<file path="src/rtl/alu_op_sequencer.sv">
// Collects A, B and fxn beats for an external combinational ALU, holds them for a settle window, then captures X.
// Latency: result valid EXEC_CYCLES edges after the fxn beat; in_ready is low from the fxn accept until the result is consumed.
module alu_op_sequencer #(
  parameter int EXEC_CYCLES = 1
) (
  input  logic       clk,
  input  logic       rst,
  input  logic [5:0] in_data,
  input  logic       in_valid,
  output logic       in_ready,
  output logic [5:0] alu_a,
  output logic [5:0] alu_b,
  output logic [2:0] alu_fxn,
  input  logic [5:0] alu_x,
  output logic [5:0] out_data,
  output logic       out_valid,
  input  logic       out_ready
);

  typedef enum logic [2:0] {
    LOAD_A,
    LOAD_B,
    LOAD_F,
    EXEC,
    DONE
  } state_t;

  localparam logic [3:0] CNT_INIT = 4'(EXEC_CYCLES - 1);

  state_t     state;
  state_t     state_nxt;
  logic [3:0] cnt;
  logic       ld_a;
  logic       ld_b;
  logic       ld_f;
  logic       cap;
  logic       consume;

  always_ff @(posedge clk or posedge rst) begin
    if (rst) begin
      state <= LOAD_A;
    end else begin
      state <= state_nxt;
    end
  end

  // in_ready is a pure state decode so it never depends on in_valid or out_ready.
  always_comb begin
    state_nxt = state;
    in_ready  = 1'b0;
    ld_a      = 1'b0;
    ld_b      = 1'b0;
    ld_f      = 1'b0;
    cap       = 1'b0;
    consume   = 1'b0;
    case (state)
      LOAD_A: begin
        in_ready = 1'b1;
        if (in_valid) begin
          ld_a      = 1'b1;
          state_nxt = LOAD_B;
        end
      end
      LOAD_B: begin
        in_ready = 1'b1;
        if (in_valid) begin
          ld_b      = 1'b1;
          state_nxt = LOAD_F;
        end
      end
      LOAD_F: begin
        in_ready = 1'b1;
        if (in_valid) begin
          ld_f      = 1'b1;
          state_nxt = EXEC;
        end
      end
      EXEC: begin
        if (cnt == 4'd0) begin
          cap       = 1'b1;
          state_nxt = DONE;
        end
      end
      DONE: begin
        if (out_ready) begin
          consume   = 1'b1;
          state_nxt = LOAD_A;
        end
      end
      default: begin
        state_nxt = LOAD_A;
      end
    endcase
  end

  // Operand registers persist across transactions; only reset clears them.
  always_ff @(posedge clk or posedge rst) begin
    if (rst) begin
      alu_a   <= 6'd0;
      alu_b   <= 6'd0;
      alu_fxn <= 3'd0;
    end else begin
      if (ld_a) alu_a <= in_data;
      if (ld_b) alu_b <= in_data;
      if (ld_f) alu_fxn <= in_data[2:0];
    end
  end

  always_ff @(posedge clk or posedge rst) begin
    if (rst) begin
      cnt <= 4'd0;
    end else if (ld_f) begin
      cnt <= CNT_INIT;
    end else if (state == EXEC && cnt != 4'd0) begin
      cnt <= cnt - 4'd1;
    end
  end

  always_ff @(posedge clk or posedge rst) begin
    if (rst) begin
      out_data  <= 6'd0;
      out_valid <= 1'b0;
    end else if (cap) begin
      out_data  <= alu_x;
      out_valid <= 1'b1;
    end else if (consume) begin
      out_valid <= 1'b0;
    end
  end

endmodule

</file>
<file path="config.mk">
export PLATFORM = sky130hd
export DESIGN_NAME = alu_op_sequencer
export DESIGN_NICKNAME = d
export VERILOG_FILES = /design/src/rtl/alu_op_sequencer.sv
export SDC_FILE = /design/constraint.sdc
export NUM_CORES = 1
export LEC_CHECK = 0
export CAP_MARGIN = 20
export CORE_ASPECT_RATIO = 1.2
export CORE_MARGIN = 1
export CORE_UTILIZATION = 49
export CTS_CLUSTER_SIZE = 12
export DETAILED_ROUTE_END_ITERATION = 7
export PLACE_DENSITY_LB_ADDON = 0.05
export SLEW_MARGIN = 20
export SYNTH_ARGS = -nofsm -noshare
export SYNTH_HDL_FRONTEND = slang
export SYNTH_SLANG_ARGS = --single-unit
</file>
<file path="constraint.sdc">
create_clock -name clk -period 2.9 [get_ports clk]
set_input_delay 0.58 -clock clk [delete_from_list [all_inputs] [get_ports clk]]
set_output_delay 0.58 -clock clk [all_outputs]
set_load 0.01 [all_outputs]
</file>
==> flow_metrics.tcl <==
set metrics [dict create \
    power.leakage_nw 0.733 \
    final_area_um2 1750 \
    worstRegToRegCells 5 \
    rrSetupSlack_ns 0.79 \
    ctsHoldBuffers 0 \
    avgSynthCellArea_um2 14.0 \
    synth_area_leaders "dfrtp_1 56%, mux2_2 18%, nor3b_4 2.9%" \
    ir_drop_mv 0.706 \
    path_max_fanout 12 \
    switching_share_pct 32.4 \
    startpoint "state[0]" \
    antenna_left 0 \
    multi_input_area_um2 508 \
    seqCellArea_um2 726 \
    hold_viol 0 \
    critPathArrivalTime_ns 1.59 \
    synth_common_cells "29 x dfrtp_1, 21 x mux2_2, 5 x inv_1" \
    syn_inst 92 \
    outcome "finished, final reports clean" \
    area_growth_syn_to_layout_pct 35.5 \
    path_clk_slew_ns 0.09 \
    synth-edff-count 0 \
    gp_congestion 0.719 \
    drtIter0Drc 20 \
    setup_slack_ns 0.727 \
    die_w_um 48.9 \
    grt_pass1_vias 861 \
    initial_core_util_pct 51.1 \
    dp_hpwl_mm 1.63 \
    yosysWarningCount 0 \
    p_sw_mw 0.632 \
    antenna_cells 0 \
    syn_nets 110 \
    fmax_ghz 0.460 \
    die-area_um2 2850 \
    antenna_found_initial 0 \
    maxCapViolCount 0 \
    grt_pass1_wl_mm 3.88 \
    final_cells 167 \
    ctsResizeCount 0 \
    clock_latency_ns 0.31 \
    period_share_pct 74.9 \
    dr.pass1.iters 4 \
    cts.path.max_buffers 2 \
    power_frac_clock_pct 14.1 \
    grt_use_total_pct 18.6 \
    place_area_um2 1680 \
    power.internal_mw 1.32 \
    cts_max_level 2 \
    pwr-share-seq_pct 39.2 \
    synth_top_area_share_pct 56.1 \
    post_cts_buffers 0 \
    placed_cells 159 \
    cp_slowest_cell "clkdlybuf4s50_1" \
    drcViolationCount 0 \
    synth_area_leader_cell "dfrtp_1" \
    timing.rr.start "cnt[0]" \
    cts-root-buf "clkbuf_4" \
    combinationalPowerShare_pct 46.7 \
    cts_made_buffers 5 \
    drv_slew 0 \
    num_rows 20 \
    synthDistinctLibCells 26 \
    die_h_um 58.3 \
    powerDensity_nw_per_um2 1110 \
    yosysMostFrequentCell "dfrtp_1" \
    grt_max_degree 30 \
    hold_class "reg2reg" \
    synthFlopType "dfrtp_1" \
    tightest_slew_ns 0.553 \
    fin_worst_skew_ns 0.00945 \
    slew_headroom_pct 63.1 \
    wl_per_cell_um 13.8 \
    final_nets 151 \
    hp-start "out_data[1]" \
    dpl_worst_slack_ns 0.768 \
    grt.overflow.total 0 \
    end_kind "primary output" \
    hold_depth 1 \
    cpPeakStageDelay_ns 0.57 \
    crit_type "reg2out" \
    cts_tree "built" \
    port_buffers 38 \
    rsz0062_at_grt "no" \
    finalCriticalPeriod_ns 2.17 \
    viasPerCell 5.06 \
    start_kind "register" \
    cp.required_ns 2.32 \
    cts_sinks 29 \
    io_pins 39 \
    synth_seq_cells 29 \
    fillCellCount 183 \
    setup-tns-final_ns 0 \
    setup_viol 0 \
    drive_gt1_share_pct 28.4 \
    syn-cell-area_um2 1290 \
    wl_mm 2.31 \
    core_area_um2 2530 \
    vias 845 \
    synth-seq-area-share_pct 56.1 \
    holdPathEnd "out_data[1]" \
    worstReg2RegEnd "out_data[4]" \
    async_reset_ff_share_pct 100 \
    path_cells "a21oi_1 > clkdlybuf4s50_1" \
]
## per-layer routing
layer	vias to the layer above	part of all wire (%)	track usage (%)
met4	0	1.4	8.82
met3	4	4.8	4.20
met1	409	41	20.6
met5	-	0	0
li1	410	-	-
met2	22	52	33.9
## through the flow
| stage | utilization (%) | power, mW | hold WS, ns |
|---|---|---|---|
| floorplan | - | 1.29 | 0.480 |
| CTS | 69.3 | 1.97 | 0.514 |
| global route | 69.3 | 2.08 | 0.532 |
| finish | 69.3 | 1.95 | 0.512 |
| global placement | 66.5 | 1.66 | 0.487 |
| detailed placement | 66.5 | 1.69 | 0.495 |
## worst max-delay path by stage
stage / endpoint / slack, ns / cells after the start
finish: in_ready / 0.73 / 2
global route: out_data[1] / 0.58 / 5
CTS: in_ready / 0.70 / 2
detailed placement: out_data[4] / 0.77 / 5
global placement: alu_b[3] / 0.80 / 4
floorplan: out_data[0] / 1.23 / 6
## power by group through the flow
stage          clock (mW)  sequential, mW  combinational, mW
5_1_grt             0.300           0.795              0.986
6_report            0.275           0.763              0.909
3_3_place_gp            0           0.764              0.896
4_1_cts             0.283           0.765              0.926
2_1_floorplan           0           0.785              0.501
3_5_place_dp            0           0.771              0.922
## cells by family after synthesis
group / share of synthesized area (%)
AOI/OAI and AO/OA: 6.39
adders and majority gates: 1.94
buffers and inverters: 4.55
DFF: 56.1
muxes: 19.8
and+or+nand+nor: 11.1
## cells in the final DEF, fill, tap and decap left out, types with 3 or more instances in the layout
master / count
o31ai_1: 3
dfrtp_1: 29
clkbuf_4: 5
clkdlybuf4s50_1: 38
mux2_2: 21
inv_1: 5
nand2_1: 4
## critical path: cells and delay by family (launching register included)
family                 cells  cell delay (ns)
AO/OA/AOI/OAI              1             0.19
buffers and inverters      1             0.57
flip-flops                 1             0.52
## state kept, by name, indices dropped and copies added (netlist names)
signal and cells:
alu_a 6, alu_b 6, alu_fxn 3, cnt 4
out_data 6, out_valid 1, state 3
## area by class of cell
class	count	area share, %
clock buffers	7	3.71
well taps	33	2.36
multi-input cells	53	29.0
clock inverters	1	0.286
inverters	5	1.07
repair buffers	39	22.1
flip-flops and latches	29	41.4
Note: power is estimated with default switching activity, not from simulation.
